==> config.mk <==
export PLATFORM = sky130hd
export DESIGN_NAME = matrix_scan_ctrl
export DESIGN_NICKNAME = d
export VERILOG_FILES = /design/src/rtl/matrix_pkg.sv /design/src/rtl/matrix_tick_gen.sv /design/src/rtl/matrix_scan_ctrl.sv
export SDC_FILE = /design/constraint.sdc
export NUM_CORES = 1
export LEC_CHECK = 0
export BUFFER_PORTS_ARGS = -buffer_cell sky130_fd_sc_hd__buf_4
export CAP_MARGIN = 20
export CORE_MARGIN = 2
export CORE_UTILIZATION = 57
export CTS_CLUSTER_DIAMETER = 60
export CTS_CLUSTER_SIZE = 16
export DETAILED_ROUTE_END_ITERATION = 12
export PLACE_DENSITY = 0.82
export SYNTH_ARGS = -nofsm -noshare
export SYNTH_HDL_FRONTEND = slang
export SYNTH_SLANG_ARGS = --single-unit
==> constraint.sdc <==
create_clock -name clk -period 2.7 [get_ports clk]
set_input_delay 0.135 -clock clk [delete_from_list [all_inputs] [get_ports clk]]
set_output_delay 0.135 -clock clk [all_outputs]
set_load 0.005 [all_outputs]
==> src/rtl/matrix_pkg.sv <==
// Shared types and sizing for the LED matrix scan controller.
package matrix_pkg;

  localparam int MATRIX_ROWS   = 16;
  localparam int MATRIX_COLS   = 16;
  localparam int TICKS_PER_ROW = 32;
  localparam int ROW_W         = $clog2(MATRIX_ROWS);
  localparam int TIDX_W        = $clog2(TICKS_PER_ROW);

  typedef enum logic [2:0] {
    ST_IDLE,
    ST_FETCH,
    ST_SHIFT,
    ST_LATCH,
    ST_NEXT
  } scan_state_t;

  function automatic logic [ROW_W-1:0] next_row(input logic [ROW_W-1:0] r);
    return r + ROW_W'(1);
  endfunction

endpackage

==> src/rtl/matrix_tick_gen.sv <==
// Bit-tick prescaler: one-clk tick every CLK_DIV+1 cycles, held at zero while hold is high.
module matrix_tick_gen #(
  parameter int CLK_DIV = 499
) (
  input  logic clk,
  input  logic clr,
  input  logic hold,
  output logic tick
);

  localparam int CW = (CLK_DIV > 0) ? $clog2(CLK_DIV + 1) : 1;
  localparam logic [CW-1:0] TC = CW'(CLK_DIV);

  logic [CW-1:0] cnt;

  assign tick = !hold && (cnt == TC);

  always_ff @(posedge clk or negedge clr) begin
    if (!clr) begin
      cnt <= '0;
    end else if (hold || tick) begin
      cnt <= '0;
    end else begin
      cnt <= cnt + CW'(1);
    end
  end

endmodule

==> src/rtl/matrix_scan_ctrl.sv <==
// Row-scan controller: fetches a row word, shifts it out with a one-hot column select, latches.
// Optional build macro MATRIX_SCAN_BLANK_EN blanks oe_n around the latch pulse.
//
// state    | meaning
// ST_IDLE  | scan stopped, outputs parked
// ST_FETCH | row_req high, waiting for row_valid or timeout
// ST_SHIFT | 32 ticks: data/select set up, then srclk rise, per bit
// ST_LATCH | rclk high for one tick, then low for one tick
// ST_NEXT  | advance row_addr, continue or stop on en
module matrix_scan_ctrl
  import matrix_pkg::*;
#(
  parameter int CLK_DIV        = 499,
  parameter int FETCH_WAIT_MAX = 255
) (
  input  logic                   clk,
  input  logic                   clr,
  input  logic                   en,
  output logic                   row_req,
  output logic [ROW_W-1:0]       row_addr,
  input  logic [MATRIX_COLS-1:0] row_data,
  input  logic                   row_valid,
  output logic                   ser_data,
  output logic                   ser_col,
  output logic                   srclk,
  output logic                   rclk,
  output logic                   oe_n,
  output logic                   frame_start,
  output logic                   busy,
  output logic                   fetch_err
);

  localparam int WW = $clog2(FETCH_WAIT_MAX + 1);
  localparam logic [WW-1:0] WAIT_LOAD = WW'(FETCH_WAIT_MAX - 1);

  scan_state_t            state;
  logic [MATRIX_COLS-1:0] word;
  logic [TIDX_W-1:0]      tick_idx;
  logic [WW-1:0]          wait_cnt;
  logic [ROW_W-1:0]       bit_k;
  logic                   tick;
  logic                   tick_hold;

  // Prescaler restarts on leaving FETCH so the first shift tick lands a full period later.
  assign tick_hold = (state == ST_IDLE) || (state == ST_FETCH);
  assign bit_k     = ~tick_idx[TIDX_W-1:1];

  matrix_tick_gen #(.CLK_DIV(CLK_DIV)) u_tick (
    .clk  (clk),
    .clr  (clr),
    .hold (tick_hold),
    .tick (tick)
  );

  always_ff @(posedge clk or negedge clr) begin
    if (!clr) begin
      state       <= ST_IDLE;
      row_addr    <= '0;
      row_req     <= 1'b0;
      ser_data    <= 1'b0;
      ser_col     <= 1'b0;
      srclk       <= 1'b0;
      rclk        <= 1'b0;
      oe_n        <= 1'b1;
      frame_start <= 1'b0;
      busy        <= 1'b0;
      fetch_err   <= 1'b0;
      word        <= '0;
      tick_idx    <= '0;
      wait_cnt    <= '0;
    end else begin
      frame_start <= 1'b0;
      case (state)
        ST_IDLE: begin
          if (en) begin
            state       <= ST_FETCH;
            row_req     <= 1'b1;
            busy        <= 1'b1;
            oe_n        <= 1'b0;
            wait_cnt    <= WAIT_LOAD;
            frame_start <= (row_addr == '0);
          end
        end
        ST_FETCH: begin
          // valid data takes priority over a timeout in the same cycle
          if (row_valid) begin
            word     <= row_data;
            row_req  <= 1'b0;
            tick_idx <= '0;
            state    <= ST_SHIFT;
          end else if (wait_cnt == '0) begin
            fetch_err <= 1'b1;
            word      <= '0;
            row_req   <= 1'b0;
            tick_idx  <= '0;
            state     <= ST_SHIFT;
          end else begin
            wait_cnt <= wait_cnt - WW'(1);
          end
        end
        ST_SHIFT: begin
          if (tick) begin
            if (!tick_idx[0]) begin
              ser_data <= word[bit_k];
              ser_col  <= (bit_k == row_addr);
              srclk    <= 1'b0;
`ifdef MATRIX_SCAN_BLANK_EN
              if (tick_idx == '0) oe_n <= 1'b0;
`endif
            end else begin
              srclk <= 1'b1;
            end
            if (tick_idx == TIDX_W'(TICKS_PER_ROW - 1)) begin
              tick_idx <= '0;
              state    <= ST_LATCH;
`ifdef MATRIX_SCAN_BLANK_EN
              oe_n     <= 1'b1;
`endif
            end else begin
              tick_idx <= tick_idx + TIDX_W'(1);
            end
          end
        end
        ST_LATCH: begin
          if (tick) begin
            if (!tick_idx[0]) begin
              srclk    <= 1'b0;
              rclk     <= 1'b1;
              tick_idx <= TIDX_W'(1);
            end else begin
              rclk  <= 1'b0;
              state <= ST_NEXT;
            end
          end
        end
        ST_NEXT: begin
          row_addr <= next_row(row_addr);
          if (en) begin
            state       <= ST_FETCH;
            row_req     <= 1'b1;
            wait_cnt    <= WAIT_LOAD;
            frame_start <= (row_addr == ROW_W'(MATRIX_ROWS - 1));
          end else begin
            state <= ST_IDLE;
            busy  <= 1'b0;
            oe_n  <= 1'b1;
          end
        end
        default: state <= ST_IDLE;
      endcase
    end
  end

endmodule

==> results.yml, run 1 <==
run_status:
  status: "finished clean"
yosys:
  syn-num-nets: 274
  ys_warn_count: 0
  ys_types: 49
  ys_async_sr_fraction: 1.00
  synth_edf_count: 0
  ys_ff_latch: 54
  synth_area_um2: 2690
  synth.top_cell.area_share: 0.492
  synth_top_area_cell: "dfrtp_1"
  yosys_most_used_dff: "dfrtp_1"
  synth_area_leaders: "dfrtp_1, a22o_1, xnor2_1"
  seq_area_frac_synth: 0.502
  avgSynthCellArea_um2: 10.9
  syn_inst: 247
floorplan:
  die_y_um: 72.7
  rows: 25
  start_util: 0.582
  design.core.area_um2: 4630
  die_w_um: 72.7
  design.die.area_um2: 5290
  ios: 33
setup_path:
  crit_chain: "inv_1 > ha_1 > or3b_2 > o21a_1 > nor3_1 > mux2i_1"
  cp_slowest_cell: "or3b_2"
  crit_family: "simple AND/OR/NAND/NOR gates"
  critical_path.startpoint: "wait_cnt[0]"
  critPathRequiredTime_ps: 2930
  crit_arrival_ps: 2300
  crit_buf_inv: 1
  max_stage_delay_ps: 510
  crit_type: "flip-flop to flip-flop"
  critPathMaxFanout: 6
  start_kind: "flip-flop"
  endpoint_kind: "flip-flop"
  r2r-start: "wait_cnt[0]"
layout:
  nFillCells: 368
  final-seq-area_um2: 1350
  num-nets-final: 302
  multi_input_area_um2: 1240
  synthToLayoutAreaGrowth_pct: 13.0
  diodes: 0
  final_cell_mix: "dfrtp_1, buf_4, nor2_1"
  final_common_cell: "dfrtp_1"
  drive_above_1_share: 0.188
global_route:
  first_global_vias: 1782
  grt_pass1_wl_mm: 8.40
  grt_start_max_net_pins: 55
  busiest_layer: "met2"
  grt_usage: 0.208
  grt_use_met1: 0.301
  antenna_found_initial: 0
  grt.overflow.total: 0
  globalRouteMet2Util: 0.315
  gr-usage-met3: 0.0511
timing:
  min_period_ps: 2070
  tightest_slew_ps: 726
  finalSetupViolCount: 0
  fmax_mhz: 484
  grt_setup_unrepaired: "no"
  finalMaxSlewViolations: 0
  setup_tns_ps: 0
  finalHoldViolations: 0
  clock_skew_ps: 5.57
  relSlewSlack: 0.516
  min_period_over_period: 0.766
clocking:
  cts_tree: "done"
  root_buffer: "clkbuf_8"
  htree_num_levels: 2
  insertion_delay_ps: 310
  clk_pin_slew_ps: 90
  clockBufferDepth: 2
  cts_resized: 0
  cts_num_sinks: 54
  cts_buffers: 5
pwr:
  seqPwrFrac: 0.563
  p_switching_uw: 583
  p_int_uw: 1350
  cellPowerDensity_nw_per_um2: 636
  p_clk_frac: 0.242
  p_leak_uw: 0.00142
  ir_drop_mv: 0.614
  p_comb_frac: 0.195
  power_uw: 1930
  p_sw_frac: 0.302
drt:
  remaining_drc_errors: 0
  wl_mm: 5.21
  vias: 1937
  drt-pass1-iter-count: 4
  wl_per_cell_um: 15.8
  ant_nets: 0
  via_per_inst: 5.87
  drtIter0Drc: 103
hold_path:
  hold_class: "input pin to flip-flop"
  holdCritStartpoint: "row_data[13]"
placed_design:
  portBuffers: 32
  hpwl_mm: 3.64
  routabilityCongestion: 0.880
job:
  maxCapViolations: 0
==> cell type report <==
class	instances	area share
clock buffers	7	0.0284
clock inverters	1	0.00164
inverters	12	0.0148
multi-input cells	169	0.406
flip-flops and latches	54	0.444
well taps	54	0.0222
repair buffers	33	0.0822
==> worst paths after layout <==
path                                to  cells past startpoint  slack (ps)
max in group asynchronous     word[11]                      2        1860
min                           word[13]                      2          40
min in group asynchronous  wait_cnt[2]                      2         390
max reg2reg                tick_idx[0]                      6         630
max                        tick_idx[0]                      6         630
min reg2reg                       oe_n                      2         460
==> logic make-up (layout without fill, tap and decap cells) <==
group                    count (synthesis)  after routing  synth area share
AO/OA/AOI/OAI                           51             51             0.142
XOR/XNOR                                17             17            0.0553
adder cells (fa/ha/maj)                  7              7            0.0325
buffers and inverters                   24             53            0.0390
flip-flops                              54             54             0.502
multiplexers                            13             13            0.0590
AND/OR/NAND/NOR                         81             81             0.170
==> cells in the mapped netlist, drive strengths merged, types with 6 or more instances <==
| cell | number |
|---|---|
| dfrtp | 53 |
| a31oi | 6 |
| nand2 | 14 |
| a22o | 17 |
| o21ai | 8 |
| buf | 7 |
| ha | 7 |
| nor2 | 23 |
| nand3 | 10 |
| inv | 12 |
| xnor2 | 12 |
| mux2i | 8 |
| nand4 | 6 |
==> flip-flops by register name, indices dropped and copies added, names as in the netlist <==
| name | count |
|---|---|
| busy | 1 |
| fetch_err | 1 |
| frame_start | 1 |
| oe_n | 1 |
| rclk | 1 |
| row_addr | 4 |
| row_req | 1 |
| ser_col | 1 |
| ser_data | 1 |
| srclk | 1 |
| state | 3 |
| tick_idx | 5 |
| u_tick.cnt | 9 |
| wait_cnt | 8 |
| word | 16 |
==> per-layer routing <==
metal	wire length, um	part of all wire
met1	2530	0.48
met2	2450	0.47
met3	182	0.035
met4	55	0.011
met5	0	0
==> what timing repair did <==
| action | 4_1_cts | 5_1_grt |
|---|---|---|
| hold buffers | 1 | 0 |
| buffers inserted | 0 | 0 |
| hold endpoints to repair | 53 | 0 |
==> power by group through the flow <==
| stage | clock network [uW] | registers, uW | logic, uW |
|---|---|---|---|
| floorplan | 0 | 1040 | 319 |
| CTS | 481 | 1090 | 381 |
| finish | 469 | 1090 | 377 |
| global placement | 0 | 1100 | 365 |
| global route | 506 | 1110 | 437 |
| detailed placement | 0 | 1100 | 379 |
==> per-stage QoR <==
step / instance area, um2 / setup WS [ps] / utilization / instances / hold slack, ps
after floorplan: 2690 / 807 / - / 247 / -161
after global routing: 3040 / 527 / 0.657 / 330 / 34.9
after CTS: 3040 / 651 / 0.657 / 330 / 34.7
after detailed placement: 2940 / 665 / 0.635 / 321 / 218
final: 3040 / 632 / 0.657 / 330 / 38.8
after global placement: 2940 / 776 / 0.635 / 321 / 212
No activity file was read; power rests on OpenSTA's default activity.
==> inputs of run 2 (changes only) <==
==> constraint.sdc (replaced) <==
create_clock -name clk -period 2.04 [get_ports clk]
set_input_delay 0.102 -clock clk [delete_from_list [all_inputs] [get_ports clk]]
set_output_delay 0.102 -clock clk [all_outputs]
set_load 0.005 [all_outputs]
==> results.yml, run 2 (synthesis gave the netlist of run 1 again) <==
timing:
  finalMaxSlewViolations: 0
  hold_slack_ps: 11.0
  min_period_over_period: 0.935
  grt_setup_unrepaired: "no"
  finalSetupViolCount: 0
  setup_tns_ps: 0
  min_period_ps: 1910
  fmax_mhz: 524
  relSlewSlack: 0.515
  tightest_slew_ps: 727
  clock_skew_ps: 9.27
  finalHoldViolations: 0
clocking:
  cts_buffers: 5
  clockBufferDepth: 2
  clk_pin_slew_ps: 100
  cts_num_sinks: 54
  cts_tree: "done"
  insertion_delay_ps: 310
  htree_num_levels: 2
  root_buffer: "clkbuf_8"
drt:
  drt-pass1-iter-count: 4
  via_per_inst: 5.89
  wl_met3_um: 204
  vias: 2007
  remaining_drc_errors: 0
  wl_met2_mm: 2.53
  wl_mm: 5.24
  drtIter0Drc: 120
  ant_nets: 0
  top_layer_used: "met4"
  wl_met1_mm: 2.47
  wl_per_cell_um: 15.4
layout:
  layoutNonFillerInstCount: 341
  design_area_um2: 3140
  regMostFlops: "word"
  diodes: 0
  largest_registers: "word (16), u_tick.cnt (9), wait_cnt (8)"
  drive_above_1_share: 0.220
  nFillCells: 354
  final_common_cell: "dfrtp_1"
  final_cell_mix: "dfrtp_1, buf_4, nor2_1"
  largest_reg_flops: 16
  num-nets-final: 313
  synthToLayoutAreaGrowth_pct: 16.4
hold_path:
  holdPathStages: 2
  holdCritStartpoint: "row_data[7]"
  hold_class: "input pin to flip-flop"
global_route:
  grt_pass1_wl_mm: 8.60
  grt_start_max_net_pins: 55
  first_global_vias: 1862
  antenna_found_initial: 0
  grt_usage: 0.206
  grt.overflow.total: 0
floorplan:
  die_y_um: 72.7
  design.die.area_um2: 5290
  design.core.area_um2: 4630
  die_w_um: 72.7
  start_util: 0.582
  ios: 33
  rows: 25
setup_path:
  endpoint_kind: "flip-flop"
  crit_arrival_ps: 2110
  critPathMaxFanout: 10
  critical_path.startpoint: "tick_idx[1]"
  max_stage_delay_ps: 610
  rr_worst_depth: 4
  start_kind: "flip-flop"
  crit_chain: "mux4_2 > a2bb2oi_1 > a22o_1 > mux2_2"
  critPathRequiredTime_ps: 2240
  r2r-start: "tick_idx[1]"
  crit_family: "multiplexers"
  crit_type: "flip-flop to flip-flop"
  cp_slowest_cell: "dfrtp_1"
  critical_path_cell_count: 4
  crit_buf_inv: 0
placed_design:
  hpwl_mm: 3.60
  postPlaceCellArea_um2: 2990
  routabilityCongestion: 0.879
  portBuffers: 32
  dp.cells: 328
pwr:
  cellPowerDensity_nw_per_um2: 824
  power_uw: 2590
  p_leak_uw: 0.00147
  ir_drop_mv: 0.521
job:
  maxCapViolations: 0
run_status:
  status: "finished clean"
-- run 2: through the flow --
| stage | utilization | setup WS, ps |
|---|---|---|
| floorplan | - | 147 |
| global route | 0.678 | 35.1 |
| CTS | 0.673 | 0.754 |
| detailed placement | 0.647 | 9.82 |
| global placement | 0.647 | 65.7 |
| finish | 0.678 | 132 |
-- run 2: per-layer routing --
layer | up-vias | GRT usage
met4 | 0 | 0.0514
met2 | 51 | 0.325
met5 | - | 0
met3 | 4 | 0.0373
met1 | 980 | 0.295
li1 | 972 | -
-- run 2: cell type report --
cell class                 count  area [um2]  share of cell area
sequential                    54        1350               0.431
multi-input combinational    169        1240               0.395
timing repair buffer          44         338               0.108
clock buffer                   5        68.8              0.0219
tap                           54        67.6              0.0215
inverter                      12        45.0              0.0144
clock inverter                 3        25.0             0.00798
-- run 2: timing repair --
item                       4_1_cts  5_1_grt
hold buffers                     1        2
resized for setup                1        1
setup endpoints to repair        3       21
setup buffers                    2        0
pin swaps                        1        1
hold endpoints to repair        53        2
-- run 2: final timing paths --
| check | slack, ps | end |
|---|---|---|
| worst max register to register | 130 | ser_data |
| worst max-delay path | 130 | ser_data |
| max in group asynchronous | 1220 | state[0] |
| worst min register to register | 470 | oe_n |
| worst min-delay path | 10 | word[7] |
| min in group asynchronous | 350 | wait_cnt[2] |
-- run 2: power breakdown --
| part | internal (uW) | leakage [uW] | switching, uW |
|---|---|---|---|
| registers | 1240 | 0.000676 | 180 |
| logic | 302 | 0.000754 | 257 |
| clock network | 248 | 0.0000447 | 360 |
==> inputs of run 3 (changes only) <==
--- a/config.mk
+++ b/config.mk
@@ -8,11 +8,11 @@
 export BUFFER_PORTS_ARGS = -buffer_cell sky130_fd_sc_hd__buf_4
 export CAP_MARGIN = 20
 export CORE_MARGIN = 2
-export CORE_UTILIZATION = 57
+export CORE_UTILIZATION = 39
 export CTS_CLUSTER_DIAMETER = 60
 export CTS_CLUSTER_SIZE = 16
 export DETAILED_ROUTE_END_ITERATION = 12
-export PLACE_DENSITY = 0.82
+export PLACE_DENSITY_LB_ADDON = 0.25
 export SYNTH_ARGS = -nofsm -noshare
 export SYNTH_HDL_FRONTEND = slang
 export SYNTH_SLANG_ARGS = --single-unit
==> constraint.sdc (replaced) <==
create_clock -name clk -period 2.04 [get_ports clk]
set_input_delay 0.306 -clock clk [delete_from_list [all_inputs] [get_ports clk]]
set_output_delay 0.306 -clock clk [all_outputs]
set_load 0.005 [all_outputs]
==> results.yml, run 3 (synthesis gave the netlist of run 1 again) <==
drt:
  vias: 1929
  drt-pass1-iter-count: 4
  ant_nets: 0
  remaining_drc_errors: 0
  top_layer_used: "met4"
  drtIter0Drc: 104
  wl_per_cell_um: 14.4
  wl_met2_mm: 2.41
  wl_met1_mm: 2.57
  via_per_inst: 5.33
  wl_met3_um: 193
  wl_mm: 5.23
setup_path:
  endpoint_kind: "flip-flop"
  start_kind: "flip-flop"
  max_stage_delay_ps: 610
  crit_type: "flip-flop to flip-flop"
  crit_chain: "mux4_2 > a2bb2oi_1 > a22o_1 > mux2_2"
  cp_slowest_cell: "dfrtp_1"
  critPathMaxFanout: 10
  crit_arrival_ps: 2100
  critPathRequiredTime_ps: 2230
pwr:
  ir_drop_mv: 0.448
  p_leak_uw: 0.00146
  power_uw: 2650
  cellPowerDensity_nw_per_um2: 844
timing:
  tightest_slew_ps: 731
  clock_skew_ps: 7.95
  setup_tns_ps: 0
  relSlewSlack: 0.513
  grt_setup_unrepaired: "no"
  finalSetupViolCount: 0
  min_period_ps: 1910
  fmax_mhz: 523
  finalHoldViolations: 0
  min_period_over_period: 0.938
  finalMaxSlewViolations: 0
floorplan:
  start_util: 0.399
  die_w_um: 87.1
  design.core.area_um2: 6760
  rows: 30
  die_y_um: 87.1
  design.die.area_um2: 7590
  ios: 33
clocking:
  clk_pin_slew_ps: 90
  htree_num_levels: 2
  insertion_delay_ps: 300
  cts_tree: "done"
  post_cts_buffers: 0
  cts_num_sinks: 54
  cts_buffers: 5
  clockBufferDepth: 2
  cts_hold_buf: 0
  root_buffer: "clkbuf_8"
layout:
  final_common_cell: "dfrtp_1"
  design_area_um2: 3140
  synthToLayoutAreaGrowth_pct: 16.4
  drive_above_1_share: 0.209
  num-nets-final: 308
  largest_reg_flops: 16
  final_cell_mix: "dfrtp_1, buf_4, nor2_1"
  largest_registers: "word (16), u_tick.cnt (9), wait_cnt (8)"
  layoutNonFillerInstCount: 362
  regMostFlops: "word"
  diodes: 0
placed_design:
  dp.cells: 354
  hpwl_mm: 3.70
  portBuffers: 32
  routabilityCongestion: 0.777
  postPlaceCellArea_um2: 3030
global_route:
  first_global_vias: 1876
  grt_start_max_net_pins: 55
  grt_pass1_wl_mm: 9.00
  grt_usage: 0.150
  grt.overflow.total: 0
  antenna_found_initial: 0
hold_path:
  hold_class: "input pin to async pin"
job:
  maxCapViolations: 0
run_status:
  status: "finished clean"
run 3: cell types whose count changed in the layout (fill, tap and decap cells not counted), sizes merged:
cell / previous run / this run
inv: 13 / 12
clkbuf: 5 / 7
clkinv: 1 / 0
buf: 41 / 39
bufinv: 0 / 1
dlygate4sd3: 3 / 0
clkinvlp: 1 / 0
run 3: where the power goes:
part / switching [uW] / total, uW / internal, uW
Clock: 331 / 699 / 368
Combinational: 234 / 523 / 289
Sequential: 187 / 1420 / 1240
Total: 753 / 2650 / 1890
run 3: timing repair:
action / 4_1_cts / 5_1_grt
endpoints found under the setup margin: 0 / 21
endpoints found under the hold margin: 0 / 0
gates resized for setup: 0 / 2
run 3: stage by stage:
stage                     setup slack, ps  hold slack, ps  utilization
after floorplan                       147            10.4            -
after global placement                103             397        0.448
after detailed placement             33.9             402        0.448
after CTS                            38.5            68.9        0.464
after global routing                 27.3            84.2        0.464
final                                 127            36.8        0.464
run 3: layout make-up:
cell class,count,area [um2]
Clock inverter,1,30.0
Clock buffer,7,76.3
Sequential cell,54,1350
Inverter,12,45.0
Multi-Input combinational cell,169,1240
Tap cell,80,100
Timing Repair Buffer,39,293
Fill cell,654,3620
run 3: routing by layer:
metal	global-route usage	vias to the layer above
met4	0.0378	0
met5	0	-
li1	-	962
met3	0.0294	5
met2	0.237	30
met1	0.214	932
run 3: critical path: cells and delay by family (launching register included):
kind	cells	cell delay, ps
AOI/OAI and AO/OA	2	370
DFF	1	610
muxes	2	820
run 3: path summary, 6_finish.rpt:
path | start | end | slack [ps] | cells past startpoint
max reg2reg | tick_idx[1] | ser_data | 130 | 4
min in group clk | row_data[15] | word[15] | 220 | 2
max in group asynchronous | clr | tick_idx[1] | 1560 | 1
max | tick_idx[1] | ser_data | 130 | 4
min | clr | row_addr[3] | 40 | 1
min reg2reg | oe_n | oe_n | 480 | 2
